===== config.mk =====
export PLATFORM = sky130hd
export DESIGN_NAME = reg_to_axi_lite_flat
export DESIGN_NICKNAME = d
export VERILOG_FILES = /design/src/rtl/reg_to_axi_lite_if.sv /design/src/rtl/reg_to_axi_lite.sv /design/src/flat_wrapper.sv
export SDC_FILE = /design/constraint.sdc
export NUM_CORES = 1
export LEC_CHECK = 0
export BUFFER_PORTS_ARGS = -buffer_cell sky130_fd_sc_hd__buf_2
export CAP_MARGIN = 10
export CORE_ASPECT_RATIO = 1.2
export CORE_MARGIN = 4
export CORE_UTILIZATION = 28
export DETAILED_ROUTE_END_ITERATION = 7
export GPL_TIMING_DRIVEN = 0
export HOLD_SLACK_MARGIN = 0.02
export PLACE_DENSITY = 0.66
export SKIP_LAST_GASP = 1
export SLEW_MARGIN = 15
export SYNTH_ARGS = -nofsm -noshare
export SYNTH_HDL_FRONTEND = slang
export SYNTH_SLANG_ARGS = --single-unit

===== constraint.sdc =====
create_clock -name clk_i -period 1.5 [get_ports clk_i]
set_input_delay 0.3 -clock clk_i [delete_from_list [all_inputs] [get_ports clk_i]]
set_output_delay 0.3 -clock clk_i [all_outputs]
set_load 0.05 [all_outputs]

===== src/rtl/reg_to_axi_lite_if.sv =====
// Register-bus and AXI4-Lite interface definitions
// shared by the bridge and its environment.
interface REG_BUS #(
  parameter int ADDR_WIDTH = 32,
  parameter int DATA_WIDTH = 32
);
  logic [ADDR_WIDTH-1:0]   addr;
  logic                    write;
  logic [DATA_WIDTH-1:0]   wdata;
  logic [DATA_WIDTH/8-1:0] wstrb;
  logic                    valid;
  logic [DATA_WIDTH-1:0]   rdata;
  logic                    error;
  logic                    ready;

  modport in (
    input  addr, write, wdata, wstrb, valid,
    output rdata, error, ready
  );

  modport out (
    output addr, write, wdata, wstrb, valid,
    input  rdata, error, ready
  );
endinterface

interface AXI_LITE #(
  parameter int ADDR_WIDTH = 32,
  parameter int DATA_WIDTH = 32
);
  logic [ADDR_WIDTH-1:0]   aw_addr;
  logic [2:0]              aw_prot;
  logic                    aw_valid;
  logic                    aw_ready;

  logic [DATA_WIDTH-1:0]   w_data;
  logic [DATA_WIDTH/8-1:0] w_strb;
  logic                    w_valid;
  logic                    w_ready;

  logic [1:0]              b_resp;
  logic                    b_valid;
  logic                    b_ready;

  logic [ADDR_WIDTH-1:0]   ar_addr;
  logic [2:0]              ar_prot;
  logic                    ar_valid;
  logic                    ar_ready;

  logic [DATA_WIDTH-1:0]   r_data;
  logic [1:0]              r_resp;
  logic                    r_valid;
  logic                    r_ready;

  modport Master (
    output aw_addr, aw_prot, aw_valid,
    input  aw_ready,
    output w_data, w_strb, w_valid,
    input  w_ready,
    input  b_resp, b_valid,
    output b_ready,
    output ar_addr, ar_prot, ar_valid,
    input  ar_ready,
    input  r_data, r_resp, r_valid,
    output r_ready
  );

  modport Slave (
    input  aw_addr, aw_prot, aw_valid,
    output aw_ready,
    input  w_data, w_strb, w_valid,
    output w_ready,
    output b_resp, b_valid,
    input  b_ready,
    input  ar_addr, ar_prot, ar_valid,
    output ar_ready,
    output r_data, r_resp, r_valid,
    input  r_ready
  );
endinterface


===== src/rtl/reg_to_axi_lite.sv =====
// Register-interface to AXI4-Lite master bridge.
// One transaction in flight, all outputs registered.
module reg_to_axi_lite #(
  parameter int ADDR_WIDTH = -1,
  parameter int DATA_WIDTH = -1
) (
  input logic      clk_i,
  input logic      rst_i,
  REG_BUS.in       reg_i,
  AXI_LITE.Master  axi_o
);

  localparam int STRB_WIDTH = DATA_WIDTH / 8;

  typedef enum logic [2:0] {
    IDLE,
    WR_REQ,
    WR_RESP,
    RD_REQ,
    RD_RESP,
    DONE
  } state_t;

  state_t state_q, state_d;

  logic [ADDR_WIDTH-1:0] addr_q, addr_d;
  logic [DATA_WIDTH-1:0] wdata_q, wdata_d;
  logic [STRB_WIDTH-1:0] wstrb_q, wstrb_d;
  logic [DATA_WIDTH-1:0] rdata_q, rdata_d;
  logic                  error_q, error_d;

  logic aw_done_q, aw_done_d;
  logic w_done_q, w_done_d;

  logic aw_valid_q, aw_valid_d;
  logic w_valid_q, w_valid_d;
  logic ar_valid_q, ar_valid_d;
  logic b_ready_q, b_ready_d;
  logic r_ready_q, r_ready_d;
  logic ready_q, ready_d;

  always_comb begin
    state_d   = state_q;
    addr_d    = addr_q;
    wdata_d   = wdata_q;
    wstrb_d   = wstrb_q;
    rdata_d   = rdata_q;
    error_d   = error_q;
    aw_done_d = aw_done_q;
    w_done_d  = w_done_q;

    unique case (state_q)
      IDLE: begin
        if (reg_i.valid) begin
          addr_d    = reg_i.addr;
          wdata_d   = reg_i.wdata;
          wstrb_d   = reg_i.wstrb;
          aw_done_d = 1'b0;
          w_done_d  = 1'b0;
          state_d   = reg_i.write ? WR_REQ
                                  : RD_REQ;
        end
      end
      WR_REQ: begin
        // AW and W complete independently
        if (aw_valid_q && axi_o.aw_ready)
          aw_done_d = 1'b1;
        if (w_valid_q && axi_o.w_ready)
          w_done_d = 1'b1;
        if (aw_done_d && w_done_d)
          state_d = WR_RESP;
      end
      WR_RESP: begin
        if (axi_o.b_valid) begin
          error_d = axi_o.b_resp[1];
          rdata_d = '0;
          state_d = DONE;
        end
      end
      RD_REQ: begin
        if (axi_o.ar_ready)
          state_d = RD_RESP;
      end
      RD_RESP: begin
        if (axi_o.r_valid) begin
          rdata_d = axi_o.r_data;
          error_d = axi_o.r_resp[1];
          state_d = DONE;
        end
      end
      DONE: begin
        state_d = IDLE;
      end
      default: begin
        state_d = IDLE;
      end
    endcase
  end

  // output flops are loaded from the next state
  always_comb begin
    aw_valid_d = (state_d == WR_REQ)
               && !aw_done_d;
    w_valid_d  = (state_d == WR_REQ)
               && !w_done_d;
    ar_valid_d = (state_d == RD_REQ);
    b_ready_d  = (state_d == WR_RESP);
    r_ready_d  = (state_d == RD_RESP);
    ready_d    = (state_d == DONE);
  end

  always_ff @(posedge clk_i) begin
    if (rst_i) begin
      state_q    <= IDLE;
      addr_q     <= '0;
      wdata_q    <= '0;
      wstrb_q    <= '0;
      rdata_q    <= '0;
      error_q    <= 1'b0;
      aw_done_q  <= 1'b0;
      w_done_q   <= 1'b0;
      aw_valid_q <= 1'b0;
      w_valid_q  <= 1'b0;
      ar_valid_q <= 1'b0;
      b_ready_q  <= 1'b0;
      r_ready_q  <= 1'b0;
      ready_q    <= 1'b0;
    end else begin
      state_q    <= state_d;
      addr_q     <= addr_d;
      wdata_q    <= wdata_d;
      wstrb_q    <= wstrb_d;
      rdata_q    <= rdata_d;
      error_q    <= error_d;
      aw_done_q  <= aw_done_d;
      w_done_q   <= w_done_d;
      aw_valid_q <= aw_valid_d;
      w_valid_q  <= w_valid_d;
      ar_valid_q <= ar_valid_d;
      b_ready_q  <= b_ready_d;
      r_ready_q  <= r_ready_d;
      ready_q    <= ready_d;
    end
  end

  assign reg_i.ready    = ready_q;
  assign reg_i.rdata    = rdata_q;
  assign reg_i.error    = error_q;

  assign axi_o.aw_addr  = addr_q;
  assign axi_o.aw_prot  = 3'b000;
  assign axi_o.aw_valid = aw_valid_q;
  assign axi_o.w_data   = wdata_q;
  assign axi_o.w_strb   = wstrb_q;
  assign axi_o.w_valid  = w_valid_q;
  assign axi_o.b_ready  = b_ready_q;
  assign axi_o.ar_addr  = addr_q;
  assign axi_o.ar_prot  = 3'b000;
  assign axi_o.ar_valid = ar_valid_q;
  assign axi_o.r_ready  = r_ready_q;

  // only bit 1 of a response distinguishes errors
  logic unused_resp;
  assign unused_resp = axi_o.b_resp[0]
                     ^ axi_o.r_resp[0];

endmodule


===== src/flat_wrapper.sv =====
// flat-port wrapper written by rule: the top's interface ports become plain ports
module reg_to_axi_lite_flat 
#(
  parameter int ADDR_WIDTH = -1,
  parameter int DATA_WIDTH = -1
)
  (clk_i, rst_i, reg_i_addr, reg_i_write, reg_i_wdata, reg_i_wstrb, reg_i_valid, reg_i_rdata, reg_i_error, reg_i_ready, axi_o_aw_addr, axi_o_aw_prot, axi_o_aw_valid, axi_o_aw_ready, axi_o_w_data, axi_o_w_strb, axi_o_w_valid, axi_o_w_ready, axi_o_b_resp, axi_o_b_valid, axi_o_b_ready, axi_o_ar_addr, axi_o_ar_prot, axi_o_ar_valid, axi_o_ar_ready, axi_o_r_data, axi_o_r_resp, axi_o_r_valid, axi_o_r_ready);
  REG_BUS #(.ADDR_WIDTH(ADDR_WIDTH), .DATA_WIDTH(DATA_WIDTH)) reg_i_i ();
  AXI_LITE #(.ADDR_WIDTH(ADDR_WIDTH), .DATA_WIDTH(DATA_WIDTH)) axi_o_i ();
  input logic clk_i;
  input logic rst_i;
  input wire logic [$bits(reg_i_i.addr)-1:0] reg_i_addr;
  input wire logic [$bits(reg_i_i.write)-1:0] reg_i_write;
  input wire logic [$bits(reg_i_i.wdata)-1:0] reg_i_wdata;
  input wire logic [$bits(reg_i_i.wstrb)-1:0] reg_i_wstrb;
  input wire logic [$bits(reg_i_i.valid)-1:0] reg_i_valid;
  output wire logic [$bits(reg_i_i.rdata)-1:0] reg_i_rdata;
  output wire logic [$bits(reg_i_i.error)-1:0] reg_i_error;
  output wire logic [$bits(reg_i_i.ready)-1:0] reg_i_ready;
  output wire logic [$bits(axi_o_i.aw_addr)-1:0] axi_o_aw_addr;
  output wire logic [$bits(axi_o_i.aw_prot)-1:0] axi_o_aw_prot;
  output wire logic [$bits(axi_o_i.aw_valid)-1:0] axi_o_aw_valid;
  input wire logic [$bits(axi_o_i.aw_ready)-1:0] axi_o_aw_ready;
  output wire logic [$bits(axi_o_i.w_data)-1:0] axi_o_w_data;
  output wire logic [$bits(axi_o_i.w_strb)-1:0] axi_o_w_strb;
  output wire logic [$bits(axi_o_i.w_valid)-1:0] axi_o_w_valid;
  input wire logic [$bits(axi_o_i.w_ready)-1:0] axi_o_w_ready;
  input wire logic [$bits(axi_o_i.b_resp)-1:0] axi_o_b_resp;
  input wire logic [$bits(axi_o_i.b_valid)-1:0] axi_o_b_valid;
  output wire logic [$bits(axi_o_i.b_ready)-1:0] axi_o_b_ready;
  output wire logic [$bits(axi_o_i.ar_addr)-1:0] axi_o_ar_addr;
  output wire logic [$bits(axi_o_i.ar_prot)-1:0] axi_o_ar_prot;
  output wire logic [$bits(axi_o_i.ar_valid)-1:0] axi_o_ar_valid;
  input wire logic [$bits(axi_o_i.ar_ready)-1:0] axi_o_ar_ready;
  input wire logic [$bits(axi_o_i.r_data)-1:0] axi_o_r_data;
  input wire logic [$bits(axi_o_i.r_resp)-1:0] axi_o_r_resp;
  input wire logic [$bits(axi_o_i.r_valid)-1:0] axi_o_r_valid;
  output wire logic [$bits(axi_o_i.r_ready)-1:0] axi_o_r_ready;
  assign reg_i_i.addr = reg_i_addr;
  assign reg_i_i.write = reg_i_write;
  assign reg_i_i.wdata = reg_i_wdata;
  assign reg_i_i.wstrb = reg_i_wstrb;
  assign reg_i_i.valid = reg_i_valid;
  assign reg_i_rdata = reg_i_i.rdata;
  assign reg_i_error = reg_i_i.error;
  assign reg_i_ready = reg_i_i.ready;
  assign axi_o_aw_addr = axi_o_i.aw_addr;
  assign axi_o_aw_prot = axi_o_i.aw_prot;
  assign axi_o_aw_valid = axi_o_i.aw_valid;
  assign axi_o_i.aw_ready = axi_o_aw_ready;
  assign axi_o_w_data = axi_o_i.w_data;
  assign axi_o_w_strb = axi_o_i.w_strb;
  assign axi_o_w_valid = axi_o_i.w_valid;
  assign axi_o_i.w_ready = axi_o_w_ready;
  assign axi_o_i.b_resp = axi_o_b_resp;
  assign axi_o_i.b_valid = axi_o_b_valid;
  assign axi_o_b_ready = axi_o_i.b_ready;
  assign axi_o_ar_addr = axi_o_i.ar_addr;
  assign axi_o_ar_prot = axi_o_i.ar_prot;
  assign axi_o_ar_valid = axi_o_i.ar_valid;
  assign axi_o_i.ar_ready = axi_o_ar_ready;
  assign axi_o_i.r_data = axi_o_r_data;
  assign axi_o_i.r_resp = axi_o_r_resp;
  assign axi_o_i.r_valid = axi_o_r_valid;
  assign axi_o_r_ready = axi_o_i.r_ready;
  reg_to_axi_lite #(.ADDR_WIDTH(ADDR_WIDTH), .DATA_WIDTH(DATA_WIDTH)) u_core (.clk_i(clk_i), .rst_i(rst_i), .reg_i(reg_i_i), .axi_o(axi_o_i));
endmodule

==> metrics.md <==
| Metric | Value |
|---|---|
| Min-delay src | reg_i_wdata[0] |
| Hold Buf Count CTS | 0 |
| GRT Total Usage | 0.1062 |
| Die area | around 4700 um2 |
| Syn Std Cell Area | ~1000 um2 |
| Crit start category | flip-flop |
| Sequential area share after synthesis | 0.4450 |
| Clk_skew | approximately 0.0044 ns |
| DP Worst Slack | -0.1498 ns |
| VDD IR-drop max | 0.0005014 V |
| Clk slew on worst S/H paths | about 0.08 ns |
| Lkg Pwr | 0.6928 nW |
| Gp weighted congestion | around 0.76 |
| R2r startpoint | u_core.state_q[1]$_SDFF_PP0_ |
| Unrepaired setup endpoints after global routing | yes |
| Tmin final | approximately 1.5 ns |
| Starting DRT DRC Count | 10 |
| Share of layout cells above drive strength 1 | 0.4882 |
| ANT nets after route | 0 |
| Ys flop type | dfxtp_1 |
| MaxCap Viol Count | 0 |
| IO buf count | 41 |
| Initial antenna violation count | 0 |
| Antenna diodes | 0 |
| Fin. max-slew vios | 0 |
| Pin count of the biggest net entering global routing | 14 |
| WL final | between 2 and 2.5 mm |
| Die Width | approximately 63 um |
| Setup ws final | ~0.025 ns |
| CP max FO | 8 |
| Status | complete, no violations |
| CTS tree | yes |
| Fin crit share | 0.9832 |
| Commonest cells in the netlist | dfxtp_1 (23), nand2_1 (16), a21oi_1 (11), buf_4 (10), nor2_1 (10) |
| Ys Warns | 0 |
| Grt ovf | 0 |
| Die Ht | ~75 um |
| Cells after Synth | 112 |
| Clock Tree Buf Depth | 2 |
| HP Class | in2reg |
| Top-area cell type share of the netlist area | 0.4450 |
| Number of global-route vias before repair | 889 |
| Residual DRC count | 0 |
| Clk Latency, worst-skew pair | about 0.27 ns |
| Synth-to-Final Area Change | 42.20% |
| Setup TNS | 0 ns |
| FFs w/ async S/R, synth | 0 |
| Core area | roughly 3500 um2 |
| Most common cell in the netlist | dfxtp_1 |
| Nets | slightly below 200 |
| Placement row count | 23 |
| Starting Density | 0.2996 |
| Crit path kind | reg2reg |
| Seq. cell area | between 400 and 500 um2 |
| Post-Layout Cell Count | between 200 and 250 |
| Cell count after placement | 195 |
| Crit path launch | u_core.state_q[1]$_SDFF_PP0_ |
| Cts bufs inserted | 3 |
| Fmax | about 0.68 GHz |
| Critical path required time | 1.69 ns |
| Number of I/O pins | 51 |
| Post-DP HPWL | between 1.5 and 2 mm |
| Via/cell ratio | around 4.4 |
| Synth top area cells | dfxtp_1 (44%), buf_4 (7.3%), nand2_1 (5.8%) |
| Hold WS | approximately 0.26 ns |
| Post-synth EDFFs | 0 |
| First-pass GRT wire length | around 4.0 mm |
| Area of the multi-input gates | about 520 um2 |
| Fillers | 359 |
| Hold Vio Cnt, Final | 0 |
| Area leader, netlist | dfxtp_1 |
| Post-Syn Area per Cell | around 9 um2 |
| Via count | 919 |
| Setup violations, final | 0 |
| H-tree depth | 1 |
| Synth cell types | 29 |
| Power density over the cells | about 1100 nW/um2 |
| Yosys reg bits | 23 |
| WP data arrival | 1.66 ns |
| DR pass1 iterations | 4 |
| Clock sinks | 23 |
| CP endpoint kind | flip-flop |
| Wire per inst | between 10 and 15 um |
| CTS root buf | clkbuf_8 |
-- where the power goes --
part	switching (mW)	leakage (nW)	internal, mW
registers	0.0383	0.189	0.653
clock network	0.195	0.0255	0.186
logic	0.314	0.478	0.180
-- layer usage --
layer | GRT usage | part of all wire | wire length [um] | vias up
li1 | - | - | - | 484
met1 | 0.1184 | 0.40 | 992 | 401
met2 | 0.1926 | 0.52 | 1282 | 28
met3 | 0.02115 | 0.057 | 142 | 6
met4 | 0.05516 | 0.023 | 58 | 0
met5 | 0 | 0 | 0 | -
-- cell usage in the layout, fill, tap and decap left out --
| master | count |
|---|---|
| clkinv_2 | 1 |
| buf_4 | 21 |
| nor3b_2 | 2 |
| or2_2 | 1 |
| clkbuf_1 | 2 |
| mux2_2 | 1 |
| nor4b_4 | 1 |
| inv_1 | 4 |
| dfxtp_1 | 20 |
| a32oi_2 | 1 |
| mux2i_1 | 4 |
| nand3b_1 | 3 |
| nor2_1 | 10 |
| nor4b_2 | 1 |
| nor3b_4 | 1 |
| o21bai_2 | 1 |
| a21oi_4 | 2 |
| and2_1 | 3 |
| or4b_4 | 1 |
| or3b_1 | 1 |
| a21oi_1 | 10 |
| nand2_1 | 16 |
| dfxtp_4 | 2 |
| o32ai_4 | 1 |
| clkbuf_8 | 3 |
| a211oi_1 | 1 |
| nor4_1 | 2 |
| dfxtp_2 | 1 |
| o21a_1 | 1 |
| nor3_1 | 2 |
| nor4_2 | 1 |
| buf_2 | 41 |
| conb_1 | 6 |
| a31oi_1 | 2 |
-- worst max-delay path, cell delays in order (launching register included) --
cell	delay (ns)
dfxtp_4	0.38
or4b_4	0.59
a32oi_2	0.22
nor4b_2	0.21
-- sequential cells by signal, indices dropped and copies added, names as in the netlist --
| register | count |
|---|---|
| u_core.aw_done_q | 1 |
| u_core.axi_o.ar_addr | 1 |
| u_core.axi_o.ar_addr[-1] | 1 |
| u_core.axi_o.ar_addr[-2] | 1 |
| u_core.axi_o.ar_valid | 1 |
| u_core.axi_o.aw_valid | 1 |
| u_core.axi_o.b_ready | 1 |
| u_core.axi_o.r_ready | 1 |
| u_core.axi_o.w_data | 1 |
| u_core.axi_o.w_data[-1] | 1 |
| u_core.axi_o.w_data[-2] | 1 |
| u_core.axi_o.w_strb | 1 |
| u_core.axi_o.w_strb[-1] | 1 |
| u_core.axi_o.w_valid | 1 |
| u_core.reg_i.error | 1 |
| u_core.reg_i.rdata | 1 |
| u_core.reg_i.rdata[-1] | 1 |
| u_core.reg_i.rdata[-2] | 1 |
| u_core.reg_i.ready | 1 |
| u_core.state_q | 3 |
| u_core.w_done_q | 1 |
-- layout make-up --
class,instances,share of cell area
sequential,23,0.3189
clock inverter,1,0.003401
buffer,11,0.05102
timing repair buffer,53,0.2007
clock buffer,3,0.02806
tap,37,0.03146
multi-input combinational,75,0.3563
inverter,4,0.01020
-- cells by family after synthesis --
kind of cell | count (synthesis) | synth area share
AO/OA/AOI/OAI | 19 | 0.1342
buffers and inverters | 19 | 0.1209
flip-flops | 23 | 0.4450
multiplexers | 5 | 0.04958
other | 1 | 0.003624
AND/OR/NAND/NOR | 45 | 0.2467
-- per-stage QoR --
| stage | total power, mW | instance area (um2) | utilization |
|---|---|---|---|
| 4_1_cts | 1.550 | 1404 | 0.4065 |
| 5_1_grt | 1.640 | 1471 | 0.4261 |
| 2_1_floorplan | 1.044 | 1054 | - |
| 3_5_place_dp | 1.145 | 1305 | 0.3779 |
| 3_3_place_gp | 1.143 | 1305 | 0.3779 |
| 6_report | 1.567 | 1471 | 0.4261 |
-- worst paths after layout --
| path | endpoint | slack (ns) | cells past startpoint |
|---|---|---|---|
| setup / recovery | u_core.axi_o.w_valid$_SDFF_PP0_ | 0.03 | 3 |
| hold / removal | u_core.axi_o.w_data[0]$_SDFFE_PP0P_ | 0.26 | 3 |
| setup reg to reg | u_core.axi_o.w_valid$_SDFF_PP0_ | 0.03 | 3 |
| hold reg to reg | u_core.axi_o.w_data[0]$_SDFFE_PP0P_ | 0.46 | 2 |
-- timing repair --
item	in CTS	in global routing
resized for setup	8	6
pin swaps	3	3
setup buffers	5	7
endpoints found under the setup margin	17	19
Note: power is estimated with default switching activity, not from simulation.
